$ cat src/rtl/mem_bus_arb_pkg.sv
// Shared definitions for the three-master memory bus arbiter.
package mem_bus_arb_pkg;

   typedef enum logic [1:0] {
      ST_IDLE = 2'd0,
      ST_ADDR = 2'd1,
      ST_RESP = 2'd2
   } state_e;

   localparam int M_DBG = 0;
   localparam int M_LSU = 1;
   localparam int M_IFU = 2;

   localparam int STARVE_LIMIT_DEF = 4;

endpackage

$ cat src/rtl/mem_bus_arb_prio.sv
// Combinational three-way picker: debug loader first, then core data ahead of
// ifetch unless the ifetch port is starving, in which case ifetch moves up.
module mem_bus_arb_prio
   import mem_bus_arb_pkg::*;
(
   input  logic [2:0] req,
   input  logic       starve,
   output logic [2:0] win_oh,
   output logic [1:0] win_idx
);

   always_comb begin
      win_oh  = 3'b000;
      win_idx = 2'd0;
      if (req[M_DBG]) begin
         win_oh  = 3'b001;
         win_idx = 2'(M_DBG);
      end else if (starve && req[M_IFU]) begin
         win_oh  = 3'b100;
         win_idx = 2'(M_IFU);
      end else if (req[M_LSU]) begin
         win_oh  = 3'b010;
         win_idx = 2'(M_LSU);
      end else if (req[M_IFU]) begin
         win_oh  = 3'b100;
         win_idx = 2'(M_IFU);
      end
   end

endmodule

$ cat src/rtl/mem_bus_arbiter.sv
// Single-outstanding memory bus arbiter for debug loader, core data and core
// ifetch, with starvation promotion of the ifetch port over core data.
module mem_bus_arbiter
   import mem_bus_arb_pkg::*;
#(
   parameter int AW           = 32,
   parameter int DW           = 32,
   parameter int STARVE_LIMIT = STARVE_LIMIT_DEF
) (
   input  logic            clk,
   input  logic            rst,
   input  logic [2:0]      m_req,
   input  logic [3*AW-1:0] m_addr,
   input  logic [2:0]      m_we,
   input  logic [3*DW-1:0] m_wdata,
   output logic [2:0]      m_gnt,
   output logic [2:0]      m_rvalid,
   output logic [DW-1:0]   m_rdata,
   output logic            s_req,
   output logic [AW-1:0]   s_addr,
   output logic            s_we,
   output logic [DW-1:0]   s_wdata,
   input  logic            s_ready,
   input  logic            s_rvalid,
   input  logic [DW-1:0]   s_rdata,
   output logic            hold_o
);

   localparam logic [2:0] LIMIT = 3'(STARVE_LIMIT);

   state_e     state_q, state_d;
   logic [1:0] owner_q, owner_d;
   logic [2:0] starve_q, starve_d;

   logic [2:0] owner_oh;
   logic [2:0] arb_req;
   logic [2:0] win_oh;
   logic [1:0] win_idx;
   logic       arb_take;

   assign owner_oh = 3'b001 << owner_q;

   // The current owner's request was already consumed by its grant, so it is
   // masked out when re-arbitrating on the response cycle.
   assign arb_req  = (state_q == ST_IDLE) ? m_req : (m_req & ~owner_oh);
   assign arb_take = ((state_q == ST_IDLE) && (|m_req)) ||
                     ((state_q == ST_RESP) && s_rvalid && (|arb_req));

   mem_bus_arb_prio u_prio (
      .req     (arb_req),
      .starve  (starve_q == LIMIT),
      .win_oh  (win_oh),
      .win_idx (win_idx)
   );

   always_comb begin
      state_d  = state_q;
      owner_d  = owner_q;
      starve_d = starve_q;
      s_req    = 1'b0;
      s_addr   = '0;
      s_we     = 1'b0;
      s_wdata  = '0;
      m_gnt    = 3'b000;
      m_rvalid = 3'b000;
      m_rdata  = '0;

      case (state_q)
         ST_IDLE: begin
            if (|m_req) state_d = ST_ADDR;
         end
         ST_ADDR: begin
            s_req   = 1'b1;
            s_addr  = m_addr[int'(owner_q)*AW +: AW];
            s_we    = m_we[owner_q];
            s_wdata = m_wdata[int'(owner_q)*DW +: DW];
            if (s_ready) begin
               m_gnt   = owner_oh;
               state_d = ST_RESP;
            end
         end
         ST_RESP: begin
            if (s_rvalid) begin
               m_rvalid = owner_oh;
               m_rdata  = s_rdata;
               state_d  = (|arb_req) ? ST_ADDR : ST_IDLE;
            end
         end
         default: state_d = ST_IDLE;
      endcase

      if (arb_take) begin
         owner_d = win_idx;
         if (arb_req[M_IFU] && !win_oh[M_IFU])
            starve_d = (starve_q == LIMIT) ? starve_q : starve_q + 3'd1;
         else
            starve_d = 3'd0;
      end
   end

   assign hold_o = (m_req[M_LSU] | m_req[M_IFU]) & ~(m_gnt[M_LSU] | m_gnt[M_IFU]);

   always_ff @(posedge clk or posedge rst) begin
      if (rst) begin
         state_q  <= ST_IDLE;
         owner_q  <= 2'd0;
         starve_q <= 3'd0;
      end else begin
         state_q  <= state_d;
         owner_q  <= owner_d;
         starve_q <= starve_d;
      end
   end

endmodule

$ cat config.mk
export PLATFORM = sky130hd
export DESIGN_NAME = mem_bus_arbiter
export DESIGN_NICKNAME = d
export VERILOG_FILES = /design/src/rtl/mem_bus_arb_pkg.sv /design/src/rtl/mem_bus_arb_prio.sv /design/src/rtl/mem_bus_arbiter.sv
export SDC_FILE = /design/constraint.sdc
export NUM_CORES = 1
export LEC_CHECK = 0
export CAP_MARGIN = 10
export CORE_AREA = 3 3 132 134
export DETAILED_ROUTE_END_ITERATION = 7
export DIE_AREA = 0 0 135 137
export MAX_ROUTING_LAYER = met4
export PLACE_DENSITY = 0.59
export SYNTH_ARGS = -nofsm -noshare
export SYNTH_HDL_FRONTEND = slang
export SYNTH_SLANG_ARGS = --single-unit
$ cat constraint.sdc
create_clock -name clk -period 1.6 [get_ports clk]
set_input_delay 0.24 -clock clk [delete_from_list [all_inputs] [get_ports clk]]
set_output_delay 0.24 -clock clk [all_outputs]
set_load 0.005 [all_outputs]
# Word-level counts from Yosys, hierarchy flattened
# Cells that the tools add are included.
# word_totals
reg_bits,7
elab_cells,61
# classes
n_shift,3
addsub,1
reduce_logical,12
n_mux,28
n_eq_ne,7
magnitude_cmp,1
bitwise_logic,6
# ops
cell,count
$shiftx 96x8->32,2
$mux 32,4
$mux 3,11
$mux 2,7
$ne 2x2->1 const B,3
$pmux 2 s3,1
$reduce_or 3->1,2
$logic_and 1x1->1,5
$mux 1,4
$add 3x1->3 const B,1
$and 3x3->3,1
$eq 3x3->1 const B,1
$lt 2x3->1 const B,1
$not 3->3,1
$reduce_and 3->1,1
$shl 1x2->3 const A,1
$bmux 1 s2,1
$eq 2x1->1 const B,1
$eq 2x2->1 const B,1
$logic_not 2->1,1
$ne 2x1->1 const B,1
$or 1x1->1,2
$reduce_and 2->1,1
$and 1x1->1,1
other kinds (3),3

# Logic depth before layout (Yosys ltp)
# depth
word_depth,12
mapped_depth,7
ltp_nobuf,6

# Hierarchy
# A second synthesis with hierarchy kept.
# unflattened
cells_unflattened,394
hier_area_um2,2401.1
# by_module_without_submodules
module,instances,seq_area_each_um2,cells_each,area_each_um2
mem_bus_arbiter,1,175.2,387,2348.5
mem_bus_arb_prio,1,0.0,7,52.6

# Worst setup path after synthesis
# No wires, ideal clock.
# synth_path
kind,reg2reg
startpoint,register owner_q[1]
endpoint,register starve_q[2]
required_ns,1.510
path_stages_with_launch,6
path_buffers,1
path_slack_ns,0.055
synth_period_minus_slack_ns,1.545
arrival_ns,1.455
path_cell_list,dfrtp_1 -> buf_6 -> mux2_4 -> o32a_1 -> o211a_1 -> o221ai_1
# synth_between
elab_chain_len,12
word_cells_on_any_way,17
cone_classes,eq/ne: 1; shift: 1; mux: 6; bitwise: 2; reduce/logical: 7
# synth_rtl
element,line,rtl
start: declaration,mem_bus_arbiter.sv:32,"logic [1:0] owner_q, owner_d;"
start signal: assignment,mem_bus_arbiter.sv:110,owner_q <= owner_d;
$shl 1x2->3 (*),mem_bus_arbiter.sv:41,assign owner_oh = 3'b001 << owner_q;
$not 3->3 (*),mem_bus_arbiter.sv:45,assign arb_req = (state_q == ST_IDLE) ? m_req : (m_req & ~owner_oh);
$and 3x3->3 (*),mem_bus_arbiter.sv:45,
$mux 3 (*),mem_bus_arbiter.sv:45,
$mux 3,mem_bus_arb_prio.sv:24,end else if (req[M_IFU]) begin
$mux 3,mem_bus_arb_prio.sv:21,end else if (req[M_LSU]) begin
$mux 3,mem_bus_arb_prio.sv:18,end else if (starve && req[M_IFU]) begin
$mux 3,mem_bus_arb_prio.sv:15,if (req[M_DBG]) begin
$logic_not 1->1,mem_bus_arbiter.sv:94,if (arb_req[M_IFU] && !win_oh[M_IFU])
$logic_and 1x1->1,mem_bus_arbiter.sv:94,
$ne 2x2->1 (no source line),n/a,
$reduce_and 2->1 (no source line),n/a,
end signal: assignment,mem_bus_arbiter.sv:111,starve_q <= starve_d;
end: declaration,mem_bus_arbiter.sv:33,"logic [2:0] starve_q, starve_d;"
# Every way passes the cells marked *; elsewhere a longest branch is shown, timed or not.
# A chain may end at the register's enable or synchronous reset.

# Worst setup path after layout
# layout_path
startpoint,register owner_q[1]
endpoint,register starve_q[1]
# Same word-level chain as after synthesis.

==> results by group <==
Status
  • Status: finished with violations
  • Failing checks: setup timing

Final layout
  • Fill cells: between 1.5k and 2k
  • N_diodes: 0
  • Fin nets: 1012
  • Area grow syn2layout: 190.0%
  • Layout cells sized above 1: about 31%

Global routing
  • Number of global-route vias before repair: 4140
  • GRT overflow: 0
  • Pin count of the biggest net entering global routing: 53
  • Antenna violations before repair: 0
  • GRT Resource Usage Total: 15.41%
  • First-pass GRT wire length: ~22 mm

Detailed routing
  • DR iter-0 viols: 117
  • Wirelength per Cell: roughly 15 µm
  • Drt drc: 0
  • Vias: around 4.2k
  • Total wire length: 15.36 mm
  • Vias per cell: between 4 and 5
  • Final ANT Viol Nets: 0
  • First-pass detailed-route iteration total: 4

Die
  • Core area: roughly 16000 µm²
  • Die area: roughly 18000 µm²
  • Die extent in x: between 100 and 150 µm
  • FP Rows: 47
  • Die Span Y: around 140 µm
  • Initial Utilization: 14.38%
  • IO Pins: about 340

Logic synthesis
  • #FFs+latches synth: 7
  • Commonest register cell after synthesis: dfrtp_1
  • Seq/Total Area, Yosys: under 10%
  • Post-synth EDFFs: 0
  • Cell Area, Synth: 2360 µm²
  • Mapped Cells: 393
  • Compound-cell area share of the yosys netlist: between 20 and 25%
  • Synth Area in Simple Gates: approximately a third
  • XOR/XNOR share of the synthesized area: 0%
  • Synth Area in Adders: approximately 1.1%
  • Post-synth net total: ~630
  • Multiplexer share of the synthesized area: approximately 29%
  • Synth warn: 0
  • Post-Synthesis Mean Instance Area: 6.004 µm²
  • Count of cell types in the netlist: 30
  • Async S/R FF share, synth: 100.0%
  • Largest family of logic cells by synthesized area: simple AND/OR/NAND/NOR gates

STA
  • Final setup viols: 102
  • Period utilization: 123.6%
  • Final Hold Fails: 0
  • Rel. slew slack: ~74%
  • Post-layout min period: 1.978 ns
  • Slew Viols, Final: 0
  • RSZ-0062 raised after global routing: true
  • Hold slack: approximately 0.26 ns
  • Post-route setup slack: -0.3777 ns
  • Fmax: 505.6 MHz
  • Worst Clk Skew: 0.0007621 ns
  • Least-Margin Pin Slew: ~0.39 ns

CTS
  • Root Driver: clkbuf_16
  • Total CTS buffers: 3
  • CTS max path bufs: 2
  • Clock transition at path regs: 0.04 ns
  • CTS H-tree lvls: 1
  • Clock sink count: 7
  • CTS tree: built
  • Worst-Skew Late Latency: between 0.2 and 0.25 ns

Worst setup path
  • Endpoint type of the worst setup path: flip-flop
  • R2r setup slk: -0.38 ns
  • RR Endpoint: starve_q[1]
  • RR Startpoint: owner_q[1]
  • Startpoint Class: flip-flop
  • CP Max Fanout: 23
  • Critical Path RT: between 1.5 and 2 ns
  • CP Class: flip-flop to flip-flop
  • Worst Path Arrival: roughly 2.1 ns
  • Number of cells on the worst reg-to-reg path: 6

Placed design
  • Pre-CTS WS: -0.4796 ns
  • Port Buffers: between 300 and 400
  • Hpwl dp: roughly 12 mm
  • GPL Wtd Cong: slightly below 0.8

Min path
  • Worst min path class: primary input to async pin

Power and ir drop
  • Cell Pwr Density: roughly 1200 nW/µm²
  • Worst VDD drop: 0.5094 mV
  • Leak pwr: about 0.003 µW

Job
  • Max Cap Viol: 0
## cells in the final DEF, fill, tap and decap left out, types with 2 or more instances in the layout
cell type	n
dfrtp_2	2
ha_1	2
dlygate4sd2_1	13
buf_16	4
and2_4	17
nor2_1	137
a21oi_1	35
o211ai_1	2
buf_12	17
buf_2	71
o21a_1	2
o21ai_0	8
clkdlybuf4s15_2	3
clkbuf_16	3
nand2b_4	5
and2_1	15
mux2i_1	63
clkdlybuf4s50_1	234
nor2b_1	2
nor3_1	3
dfrtp_1	4
buf_8	9
mux2i_4	3
buf_4	35
inv_1	6
a21oi_2	30
buf_6	25
nor2_2	2
## critical path: stages, from the launching register on
cell,delay [ns]
dfrtp_4,0.48
buf_12,0.14
buf_12,0.17
mux2_4,0.30
o32a_1,0.31
o211a_1,0.29
mux2i_1,0.14
## cells by family after synthesis
| logic type | after synthesis |
|---|---|
| multiplexers | 68 |
| flip-flops | 7 |
| AND/OR/NAND/NOR | 190 |
| adder cells (fa/ha/maj) | 2 |
| AO/OA/AOI/OAI | 87 |
| buffers and inverters | 39 |
## cell usage after synthesis, drive strengths merged (3+ instances only)
master / instances / area share [%]
a21oi: 66 / 14
and2: 32 / 8.5
buf: 16 / 3.4
clkbuf: 17 / 2.7
dfrtp: 7 / 7.4
inv: 6 / 0.95
mux2i: 67 / 28
nand2b: 6 / 1.6
nor2: 140 / 22
nor2b: 3 / 0.80
nor3: 3 / 0.64
o21ai: 10 / 2.1
## state kept, by name, indices dropped and copies added (netlist names)
name	cells
state_q	2
starve_q	3
owner_q	2
## per-stage QoR
stage	area [µm²]	std cells	setup TNS (ns)	utilization (%)	total power (µW)
floorplan	2360	393	0	-	3099
global placement	6336	961	-39.46	38.62	6769
detailed placement	6336	961	-41.13	38.62	6765
CTS	6693	998	-28.26	40.79	7850
global route	6843	995	-31.01	41.71	8578
finish	6843	995	-23.71	41.71	7939
## timing repair
item | in CTS | in global routing
resized for setup | 440 | 71
hold buffers | 0 | 0
endpoints found under the setup margin | 111 | 110
buffers inserted | 25 | 3
gates cloned | 8 | 0
pin swaps | 48 | 65
## metal layers
metal  wire length (µm)  global-route usage (%)  part of all wire [%]
met1               5970                   17.61                    39
met5                  0                       -                     0
met3               1211                   2.390                   7.9
met2               7998                   28.57                    52
met4                178                   3.135                   1.2
## final cells by class
class	instances	area (µm²)	share of cell area, %
clock buffer	4	78.83	1.152
inverter	6	22.52	0.3291
multi-input combinational	347	2310	33.75
sequential	7	181.4	2.651
tap	220	275.3	4.023
timing repair buffer	411	3975	58.09
## how the worst max path moves through the flow
stage,startpoint,depth (start not counted),to,slack [ns]
3_5_place_dp,s_rvalid,6,m_rdata[21],-0.48
3_3_place_gp,s_rvalid,6,m_rdata[1],-0.45
6_report,owner_q[1],6,starve_q[1],-0.38
5_1_grt,owner_q[1],9,s_addr[14],-0.45
4_1_cts,owner_q[1],10,s_addr[26],-0.40
2_1_floorplan,owner_q[1],5,starve_q[2],0.05
## power by group
part	internal (µW)	total, µW	leakage, µW	switching [µW]
Sequential	264	337	0.0000870	72.7
Combinational	3930	7170	0.00285	3240
Clock	332	431	0.0000382	98.9
Total	4530	7940	0.00298	3410
Note: power is estimated with default switching activity, not from simulation.
